## config.mk

```make
export PLATFORM = sky130hd
export DESIGN_NAME = wave_dac_spi_flat
export DESIGN_NICKNAME = d
export VERILOG_FILES = /design/src/rtl/wave_dac_spi_if.sv /design/src/rtl/wave_dac_spi.sv /design/src/flat_wrapper.sv
export SDC_FILE = /design/constraint.sdc
export NUM_CORES = 1
export LEC_CHECK = 0
export ABC_AREA = 1
export CAP_MARGIN = 20
export CORE_MARGIN = 5
export CORE_UTILIZATION = 42
export CTS_CLUSTER_DIAMETER = 120
export DETAILED_ROUTE_END_ITERATION = 8
export DONT_BUFFER_PORTS = 1
export SLEW_MARGIN = 20
export SYNTH_ARGS = -nofsm -noshare
export SYNTH_HDL_FRONTEND = slang
export SYNTH_SLANG_ARGS = --single-unit
```

## constraint.sdc

```tcl
create_clock -name clk -period 1.99 [get_ports clk]
set_input_delay 0.398 -clock clk [delete_from_list [all_inputs] [get_ports clk]]
set_output_delay 0.398 -clock clk [all_outputs]
set_load 0.02 [all_outputs]
```

## src/rtl/wave_dac_spi_if.sv

```systemverilog
// Signal bundle between the waveform sample sources and the serial DAC driver.
// The master side feeds samples and controls; the slave side drives the SPI pins and status.
interface wave_dac_spi_if;
    logic [7:0] i_sine;
    logic [7:0] i_squ;
    logic [7:0] i_tri;
    logic [1:0] i_sel;
    logic [4:0] i_gain;
    logic       i_en;
    logic       o_sclk;
    logic       o_mosi;
    logic       o_cs_n;
    logic       o_busy;
    logic [7:0] o_sample;
    logic       o_ovf;

    modport master (
        output i_sine, i_squ, i_tri, i_sel, i_gain, i_en,
        input  o_sclk, o_mosi, o_cs_n, o_busy, o_sample, o_ovf
    );

    modport slave (
        input  i_sine, i_squ, i_tri, i_sel, i_gain, i_en,
        output o_sclk, o_mosi, o_cs_n, o_busy, o_sample, o_ovf
    );
endinterface

```

## src/rtl/wave_dac_spi.sv

```systemverilog
// Decimates the waveform sample stream, applies gain about mid-scale and
// shifts each resulting code out to an 8-bit serial DAC (SPI mode 0, 16-bit frame).
module wave_dac_spi #(
    parameter int CLK_DIV    = 4,
    parameter int SAMPLE_DIV = 256
) (
    input  logic          clk,
    input  logic          rst_n,
    wave_dac_spi_if.slave bus
);
    typedef enum logic {IDLE, SHIFT} state_t;

    localparam int DW = $clog2(SAMPLE_DIV);
    localparam int PW = $clog2(CLK_DIV + 1);
    localparam logic [DW-1:0] DIV_LAST = DW'(SAMPLE_DIV - 1);
    localparam logic [PW-1:0] PH_LAST  = PW'(CLK_DIV - 1);

    state_t          state_reg, state_next;
    logic [DW-1:0]   div_cnt_reg, div_cnt_next;
    logic [PW-1:0]   ph_cnt_reg, ph_cnt_next;
    logic [3:0]      bit_cnt_reg, bit_cnt_next;
    logic            sclk_reg, sclk_next;
    logic [15:0]     shift_reg, shift_next;
    logic [7:0]      code_reg, code_next;
    logic [7:0]      sample_reg, sample_next;
    logic            ovf_reg, ovf_next;

    logic            tick;
    logic [7:0]      code_sel;
    logic [4:0]      gain_sat;
    logic signed [8:0]  s_val;
    logic signed [13:0] s_ext, g_ext, prod, prod_sh;
    logic [7:0]      scaled;

    assign tick = bus.i_en && (div_cnt_reg == DIV_LAST);

    // Gain is applied to the signed offset from mid-scale; the floor shift keeps
    // the result inside 0..255 for every legal gain, so no clamp follows.
    always_comb begin
        code_sel = 8'h80;
        case (bus.i_sel)
            2'b00:   code_sel = bus.i_sine;
            2'b01:   code_sel = bus.i_squ;
            2'b10:   code_sel = bus.i_tri;
            default: code_sel = 8'h80;
        endcase
        gain_sat = (bus.i_gain > 5'd16) ? 5'd16 : bus.i_gain;
        s_val    = $signed({1'b0, code_sel}) - 9'sd128;
        s_ext    = 14'(s_val);
        g_ext    = 14'($signed({1'b0, gain_sat}));
        prod     = s_ext * g_ext;
        prod_sh  = prod >>> 4;
        scaled   = 8'h80 + prod_sh[7:0];
    end

    always_comb begin
        state_next   = state_reg;
        div_cnt_next = div_cnt_reg;
        ph_cnt_next  = ph_cnt_reg;
        bit_cnt_next = bit_cnt_reg;
        sclk_next    = sclk_reg;
        shift_next   = shift_reg;
        code_next    = code_reg;
        sample_next  = sample_reg;
        ovf_next     = ovf_reg;

        if (!bus.i_en)
            div_cnt_next = '0;
        else if (div_cnt_reg == DIV_LAST)
            div_cnt_next = '0;
        else
            div_cnt_next = div_cnt_reg + 1'b1;

        case (state_reg)
            IDLE: begin
                if (tick) begin
                    state_next   = SHIFT;
                    shift_next   = {4'b0011, scaled, 4'b0000};
                    code_next    = scaled;
                    ph_cnt_next  = '0;
                    bit_cnt_next = 4'd0;
                    sclk_next    = 1'b0;
                end
            end
            SHIFT: begin
                // A tick landing on a busy frame is dropped and remembered.
                if (tick)
                    ovf_next = 1'b1;
                if (ph_cnt_reg == PH_LAST) begin
                    ph_cnt_next = '0;
                    if (!sclk_reg) begin
                        sclk_next = 1'b1;
                    end else begin
                        sclk_next = 1'b0;
                        if (bit_cnt_reg == 4'd15) begin
                            state_next  = IDLE;
                            sample_next = code_reg;
                        end else begin
                            bit_cnt_next = bit_cnt_reg + 4'd1;
                            shift_next   = {shift_reg[14:0], 1'b0};
                        end
                    end
                end else begin
                    ph_cnt_next = ph_cnt_reg + 1'b1;
                end
            end
            default: state_next = IDLE;
        endcase
    end

    always_ff @(posedge clk or negedge rst_n) begin
        if (!rst_n) begin
            state_reg   <= IDLE;
            div_cnt_reg <= '0;
            ph_cnt_reg  <= '0;
            bit_cnt_reg <= 4'd0;
            sclk_reg    <= 1'b0;
            shift_reg   <= 16'h0000;
            code_reg    <= 8'h80;
            sample_reg  <= 8'h80;
            ovf_reg     <= 1'b0;
        end else begin
            state_reg   <= state_next;
            div_cnt_reg <= div_cnt_next;
            ph_cnt_reg  <= ph_cnt_next;
            bit_cnt_reg <= bit_cnt_next;
            sclk_reg    <= sclk_next;
            shift_reg   <= shift_next;
            code_reg    <= code_next;
            sample_reg  <= sample_next;
            ovf_reg     <= ovf_next;
        end
    end

    // Chip select, busy and MOSI derive from the state register so they all
    // change on the same edge and drop straight to idle values on reset.
    assign bus.o_sclk   = sclk_reg;
    assign bus.o_cs_n   = (state_reg != SHIFT);
    assign bus.o_busy   = (state_reg == SHIFT);
    assign bus.o_mosi   = (state_reg == SHIFT) & shift_reg[15];
    assign bus.o_sample = sample_reg;
    assign bus.o_ovf    = ovf_reg;
endmodule

```

## src/flat_wrapper.sv

```systemverilog
// flat-port wrapper written by rule: the top's interface ports become plain ports
module wave_dac_spi_flat 
#(
    parameter int CLK_DIV    = 4,
    parameter int SAMPLE_DIV = 256
)
  (clk, rst_n, bus_i_sine, bus_i_squ, bus_i_tri, bus_i_sel, bus_i_gain, bus_i_en, bus_o_sclk, bus_o_mosi, bus_o_cs_n, bus_o_busy, bus_o_sample, bus_o_ovf);
  wave_dac_spi_if bus_i ();
  input  logic clk;
  input  logic rst_n;
  input wire logic [$bits(bus_i.i_sine)-1:0] bus_i_sine;
  input wire logic [$bits(bus_i.i_squ)-1:0] bus_i_squ;
  input wire logic [$bits(bus_i.i_tri)-1:0] bus_i_tri;
  input wire logic [$bits(bus_i.i_sel)-1:0] bus_i_sel;
  input wire logic [$bits(bus_i.i_gain)-1:0] bus_i_gain;
  input wire logic [$bits(bus_i.i_en)-1:0] bus_i_en;
  output wire logic [$bits(bus_i.o_sclk)-1:0] bus_o_sclk;
  output wire logic [$bits(bus_i.o_mosi)-1:0] bus_o_mosi;
  output wire logic [$bits(bus_i.o_cs_n)-1:0] bus_o_cs_n;
  output wire logic [$bits(bus_i.o_busy)-1:0] bus_o_busy;
  output wire logic [$bits(bus_i.o_sample)-1:0] bus_o_sample;
  output wire logic [$bits(bus_i.o_ovf)-1:0] bus_o_ovf;
  assign bus_i.i_sine = bus_i_sine;
  assign bus_i.i_squ = bus_i_squ;
  assign bus_i.i_tri = bus_i_tri;
  assign bus_i.i_sel = bus_i_sel;
  assign bus_i.i_gain = bus_i_gain;
  assign bus_i.i_en = bus_i_en;
  assign bus_o_sclk = bus_i.o_sclk;
  assign bus_o_mosi = bus_i.o_mosi;
  assign bus_o_cs_n = bus_i.o_cs_n;
  assign bus_o_busy = bus_i.o_busy;
  assign bus_o_sample = bus_i.o_sample;
  assign bus_o_ovf = bus_i.o_ovf;
  wave_dac_spi #(.CLK_DIV(CLK_DIV), .SAMPLE_DIV(SAMPLE_DIV)) u_core (.clk(clk), .rst_n(rst_n), .bus(bus_i));
endmodule
```

==> impl_metrics.json, run 1 <==
{
  "synthDominantAreaCellType": "dfrtp_1",
  "avgViaCountPerCell": 4.69,
  "synth_seq_area_share_pct": 31.6,
  "worst_r2r_endpoint": "u_core.shift_reg[6]",
  "number_of_global_route_vias_before_repair": 3053,
  "multi_input_logic_area_um2": 2480,
  "layout-drive-gt1-share_pct": 34.6,
  "final_min_period_over_clock_period_pct": 166,
  "synth-main-ff-cell": "dfrtp_1",
  "clock_sink_count": 46,
  "cell_class_contributing_the_biggest_share_of_worst_path_delay": "adder cells",
  "irDropWorstVdd_mv": 0.390,
  "place.detailed.hpwl_um": 6020,
  "crit_path_end": "u_core.shift_reg[9]",
  "start_util_pct": 42.5,
  "dr.pass1.iters": 4,
  "synthToLayoutAreaGrowth_pct": 31.1,
  "max_slew.worst_pin.slew_ps": 447,
  "synth_seq_cells": 46,
  "netlist.area_leader.share_pct": 30.2,
  "arrival_ps": 3530,
  "die_area_um2": 10700,
  "worst-path-stages": 21,
  "cts_inserted_buffers": 5,
  "detailedPlace.worstSlack_ps": -1700,
  "die_h_um": 103,
  "clock_insertion_delay_worst_skew_ps": 300,
  "detail_route.iter0.violations": 72,
  "htree_num_levels": 2,
  "rsz_0062_raised_after_global_routing": "yes",
  "critPathSlowestCell": "fa_1",
  "power_density_nw_per_um2": 542,
  "wl_per_cell_um": 11.9,
  "timing.setup.critical_path_class": "input port to flip-flop",
  "synth.avg_cell_area_um2": 7.65,
  "ys_top_cells_by_area": "dfrtp_1, nand2_1, fa_1",
  "globalRouteTotalUtil_pct": 15.1,
  "postSynthCellCount": 477,
  "min_path_type": "input port to flip-flop",
  "timing.clock.skew_ps": 10.2,
  "area_inside_the_core_boundary_um2": 8590,
  "flip_flop_count_of_the_largest_register_after_layout": 12,
  "outcome": "finished, violations left",
  "cp_max_fo": 6,
  "yosys_warnings": 0,
  "path_buf_inv": 6,
  "final_count_of_hold_timing_violations": 0,
  "critical_path.startpoint_type": "input port",
  "post-route-min-period_ps": 3300,
  "worstRegToRegCells": 12,
  "violations": "setup timing",
  "drc": 0,
  "sequential_cell_area_um2": 1150,
  "final_max_slew_viols": 0,
  "cts_max_path_buffers": 2,
  "tritoncts": "done",
  "syn_area_um2": 3650,
  "critical-path-max-stage-delay_ps": 530,
  "route.vias.total": 3032,
  "die_w_um": 103,
  "antenna_left": 0,
  "wl_um": 7670,
  "pin_count_of_the_biggest_net_entering_global_routing": 47,
  "clock_tree.root_cell": "clkbuf_8",
  "layout.filler_cells": 807,
  "report.final.setup_viol": 16,
  "timing.slew.headroom_pct": 70.1,
  "ff2ff_setup_slack_ps": 150,
  "power.static_leakage_nw": 2.58,
  "worst_setup_hold_path_clk_slew_ps": 80,
  "syn_nets": 553,
  "port_buffers": 0,
  "place_congestion": 0.753,
  "timing.critical_path.from": "bus_i_sel[1]",
  "maxCapViolations": 0,
  "synth-async-reset-ratio_pct": 100,
  "floorplan.io_pins": 47,
  "cp.required_ps": 2220,
  "worst_hold_slack_ps": 211,
  "critPathCaptureType": "flip-flop",
  "antennaDiodeCount": 0,
  "antenna_violations_before_repair": 0,
  "rr_startpoint": "u_core.div_cnt_reg[0]",
  "nets": 613,
  "crit_path_cell_trace": "nor2_4, buf_6, buf_4, buf_6, nand2_4, nand3_4, nand2_1, inv_1, ha_1, inv_1, fa_2, fa_1, inv_2, ha_4, nand3_4, nand2_4, a21oi_2, o21bai_1, xor2_1, nor2_1, o21ai_1",
  "floorplan.rows": 34,
  "grt_remaining_overflow": 0,
  "synth_edf_count": 0,
  "grt_pass1_wl_um": 13200,
  "achievable-frequency_mhz": 303,
  "setup_slack_ps": -1310,
  "synthDistinctLibCells": 38
}
[worst reg2reg max path: stages, from the launching register on]
cell and delay [ps]:
dfrtp_1 400, ha_1 230, and3_2 250, nand2_2 60, inv_2 50, nand2_4 80, nor2_8 40, nand4_4 90
nand2_4 100, inv_2 230, nor2_1 60, o21ai_1 90, nand2_1 70
[through the flow]
step           total power, W  TNS, ps  std cells  area [um2]  utilization, %
2_1_floorplan         0.00150   -19470        477        3880               -
5_1_grt               0.00276   -21040        646        4790            55.7
3_3_place_gp          0.00170   -22590        620        4270            49.7
6_report              0.00259   -18750        646        4790            55.7
3_5_place_dp          0.00171   -23110        620        4270            49.7
4_1_cts               0.00253   -17910        640        4620            53.8
[cell usage after synthesis, types with 3 or more instances]
cell type and count:
nand2_1 145, inv_1 98, dfrtp_1 44, nor2_1 35
nand3_1 23, fa_1 22, ha_1 20, a21oi_1 10
o21ai_0 10, xor2_1 8, nand2_2 6, inv_2 5
nor2_4 4, o21ai_1 4, buf_2 3, nand3_2 3
nor3_1 3, xnor2_1 3
[placed cells by master (no fill, tap or decap), types with 3 or more instances in the layout]
master | Yosys | layout
a21oi_1 | 10 | 5
a21oi_2 | 2 | 5
buf_4 | 0 | 47
buf_6 | 2 | 9
clkbuf_8 | 0 | 5
dfrtp_1 | 44 | 44
fa_1 | 22 | 20
ha_1 | 20 | 12
ha_4 | 0 | 8
inv_1 | 98 | 75
inv_2 | 5 | 24
nand2_1 | 145 | 117
nand2_2 | 6 | 29
nand2_4 | 2 | 7
nand3_1 | 23 | 15
nand3_2 | 3 | 5
nand3_4 | 0 | 6
nor2_1 | 35 | 28
nor2_2 | 2 | 5
nor2_4 | 4 | 8
nor3_1 | 3 | 3
o21ai_0 | 10 | 7
o21ai_1 | 4 | 4
o21ai_2 | 1 | 3
xnor2_1 | 3 | 3
xor2_1 | 8 | 5
[area by class of cell]
class,count,share of cell area (%)
multi-input combinational,322,51.9
sequential,46,24.1
timing repair buffer,58,10.3
inverter,104,8.68
tap,108,2.82
clock buffer,7,1.59
clock inverter,1,0.627
[power by group]
group          switching, W  internal (W)
combinational      0.000491      0.000476
clock              0.000299      0.000376
sequential       0.00000476      0.000946
[per-layer routing]
| layer | wire [um] | share of wire (%) | vias up | GRT usage, % |
|---|---|---|---|---|
| met5 | 0 | 0 | - | 0 |
| met4 | 72 | 0.94 | 0 | 3.59 |
| met3 | 189 | 2.5 | 9 | 1.68 |
| met2 | 3970 | 52 | 43 | 27.7 |
| met1 | 3440 | 45 | 1418 | 19.1 |
| li1 | - | - | 1562 | - |
[worst min path at each step]
stage	start	end	slack [ps]	depth (start not counted)
global route	bus_i_en	u_core.div_cnt_reg[1]	210	2
floorplan	rst_n	u_core.bit_cnt_reg[0]	100	0
CTS	bus_i_en	u_core.div_cnt_reg[1]	210	2
finish	bus_i_en	u_core.div_cnt_reg[1]	210	2
global placement	rst_n	u_core.div_cnt_reg[5]	100	0
detailed placement	rst_n	u_core.div_cnt_reg[4]	100	0
[kinds of logic after synthesis]
| family | after synthesis | share of synthesized area, % |
|---|---|---|
| flip-flops | 46 | 31.6 |
| XOR/XNOR | 11 | 2.64 |
| adder cells (fa/ha/maj) | 42 | 18.9 |
| buffers and inverters | 109 | 11.7 |
| AND/OR/NAND/NOR | 230 | 28.2 |
| AO/OA/AOI/OAI | 39 | 6.96 |
[what timing repair did]
action                                  in CTS  in global routing
pin swaps                                   23                 27
gates cloned                                 0                  0
hold endpoints to repair                    46                  0
setup buffers                               10                  7
gates resized for setup                     37                 32
endpoints found under the setup margin      16                 16
hold buffers                                 2                  0
(Power assumes the default switching activity.)
==> run 2, diff against run 1 <==
Settings changed: MAX_ROUTING_LAYER set to met4, PLACE_DENSITY set to 0.66, REMOVE_ABC_BUFFERS set to 1.
==> impl_metrics.json, run 2 (synthesis gave the netlist of run 1 again) <==
{
  "wl_um": 7670,
  "cp.required_ps": 2190,
  "avgViaCountPerCell": 4.76,
  "dr.pass1.iters": 4,
  "place_congestion": 0.858,
  "clock_tree.root_cell": "clkbuf_8",
  "timing.clock.skew_ps": 8.36,
  "setup_slack_ps": -1380,
  "maxCapViolations": 0,
  "power.combinational.fraction_pct": 37.5,
  "clock_share_of_power_pct": 24.8,
  "die_area_um2": 10700,
  "fin_cells": 649,
  "postPlaceCellArea_um2": 4130,
  "rsz_0062_raised_after_global_routing": "yes",
  "place.detailed.hpwl_um": 5850,
  "tritoncts": "done",
  "power_report.internal_total_w": 0.00174,
  "layout_common_cells": "nand2_1, inv_1, buf_4",
  "worst_r2r_endpoint": "u_core.shift_reg[9]",
  "postLayoutCellArea_um2": 4650,
  "number_of_global_route_vias_before_repair": 3193,
  "cts_max_path_buffers": 2,
  "rr_startpoint": "u_core.ph_cnt_reg[0]",
  "grt_pass1_wl_um": 13500,
  "multi_input_logic_area_um2": 2330,
  "antenna_left": 0,
  "drc": 0,
  "layout.filler_cells": 769,
  "detail_route.iter0.violations": 63,
  "grt_remaining_overflow": 0,
  "flip_flop_count_of_the_largest_register_after_layout": 12,
  "synthToLayoutAreaGrowth_pct": 27.3,
  "timing.setup.critical_path_class": "input port to flip-flop",
  "ff2ff_setup_slack_ps": 110,
  "htree_num_levels": 2,
  "place_inst": 631,
  "irDropWorstVdd_mv": 0.255,
  "clock_sink_count": 46,
  "final_max_slew_viols": 0,
  "min_path_type": "input port to flip-flop",
  "totalNegativeSetupSlack_ps": -19300,
  "max_slew.worst_pin.slew_ps": 316,
  "start_util_pct": 42.5,
  "nets": 616,
  "holdPathEnd": "u_core.div_cnt_reg[1]",
  "timing.slew.headroom_pct": 78.9,
  "most_common_library_cell_in_the_layout_ignoring_fill_and_taps": "nand2_1",
  "final_count_of_hold_timing_violations": 0,
  "globalRouteTotalUtil_pct": 16.0,
  "antenna_violations_before_repair": 0,
  "switching_power_w": 0.000784,
  "power.static_leakage_nw": 2.57,
  "outcome": "finished, violations left",
  "worstRegToRegCells": 10,
  "cts_inserted_buffers": 5,
  "hp_start": "bus_i_en",
  "violations": "setup timing",
  "report.final.setup_viol": 16,
  "sequential_cell_area_um2": 1150,
  "floorplan.rows": 34,
  "layout-drive-gt1-share_pct": 29.0,
  "area_inside_the_core_boundary_um2": 8590,
  "die_w_um": 103,
  "final_min_period_over_clock_period_pct": 169,
  "seqPwrFrac_pct": 37.7,
  "post-route-min-period_ps": 3370,
  "critical_path.startpoint_type": "input port",
  "worst_setup_hold_path_clk_slew_ps": 80,
  "cp_max_fo": 6,
  "route.vias.total": 3091,
  "clock_insertion_delay_worst_skew_ps": 300,
  "floorplan.io_pins": 47,
  "min_delay_path_depth": 2,
  "power_density_nw_per_um2": 543,
  "pin_count_of_the_biggest_net_entering_global_routing": 47,
  "achievable-frequency_mhz": 297,
  "antennaDiodeCount": 0,
  "critPathCaptureType": "flip-flop",
  "wl_per_cell_um": 11.8,
  "die_h_um": 103,
  "arrival_ps": 3560,
  "worst_hold_slack_ps": 212,
  "port_buffers": 0,
  "swShare_pct": 31.1
}
## run 2: repair_timing
action / CTS / global route
setup buffers: 5 / 4
resized for setup: 63 / 15
pin swaps: 46 / 7
hold buffers: 2 / 0
setup endpoints to repair: 16 / 16
hold endpoints to repair: 46 / 0
## run 2: worst max path at each step
| stage | cells past startpoint | to | slack (ps) | start |
|---|---|---|---|---|
| after global placement | 22 | u_core.shift_reg[11] | -1910 | bus_i_sel[1] |
| after floorplan | 18 | u_core.shift_reg[10] | -1970 | bus_i_sel[0] |
| final | 18 | u_core.code_reg[6] | -1380 | bus_i_sel[1] |
| after CTS | 21 | u_core.shift_reg[11] | -1360 | bus_i_sel[0] |
| after detailed placement | 21 | u_core.shift_reg[11] | -1980 | bus_i_sel[0] |
| after global routing | 20 | u_core.code_reg[5] | -1550 | bus_i_sel[0] |
## run 2: worst max-delay path, stage by stage
cell      delay, ps
nor2_4          180
nand2_2          90
nand3_4          80
nor2_4           50
buf_6           110
fa_1            570
inv_2            70
fa_2            540
fa_1            420
inv_2            80
ha_4            210
buf_6           120
a221oi_4        280
nand2_1         100
nand2_2          70
nand2_1          50
nand2_1          70
o21ai_2          50
## run 2: metal layers
layer | up-vias | GRT usage (%) | wire (um)
li1 | 1565 | - | -
met1 | 1469 | 19.2 | 3400
met2 | 46 | 28.6 | 3950
met3 | 11 | 1.95 | 207
met4 | 0 | 4.08 | 108
met5 | - | - | 0
## run 2: power by group through the flow
stage / registers, W / logic (W) / clock network (W)
CTS: 0.000951 / 0.000901 / 0.000646
finish: 0.000951 / 0.000946 / 0.000627
global placement: 0.000969 / 0.000657 / 0
floorplan: 0.000969 / 0.000410 / 0
global route: 0.000953 / 0.00106 / 0.000684
detailed placement: 0.000970 / 0.000673 / 0
## run 2: stage by stage
stage               utilization [%]  setup WS [ps]  power [W]
finish                         54.1          -1380    0.00252
global route                   54.1          -1550    0.00269
CTS                            53.0          -1360    0.00250
detailed placement             48.1          -1980    0.00164
global placement               48.1          -1910    0.00163
floorplan                         -          -1970    0.00138
## run 2: layout make-up
cell class	instances	share of cell area (%)
clock buffers	7	2.07
repair buffers	61	11.1
multi-input cells	322	50.2
well taps	108	2.91
inverters	104	8.77
clock inverters	1	0.188
flip-flops and latches	46	24.8
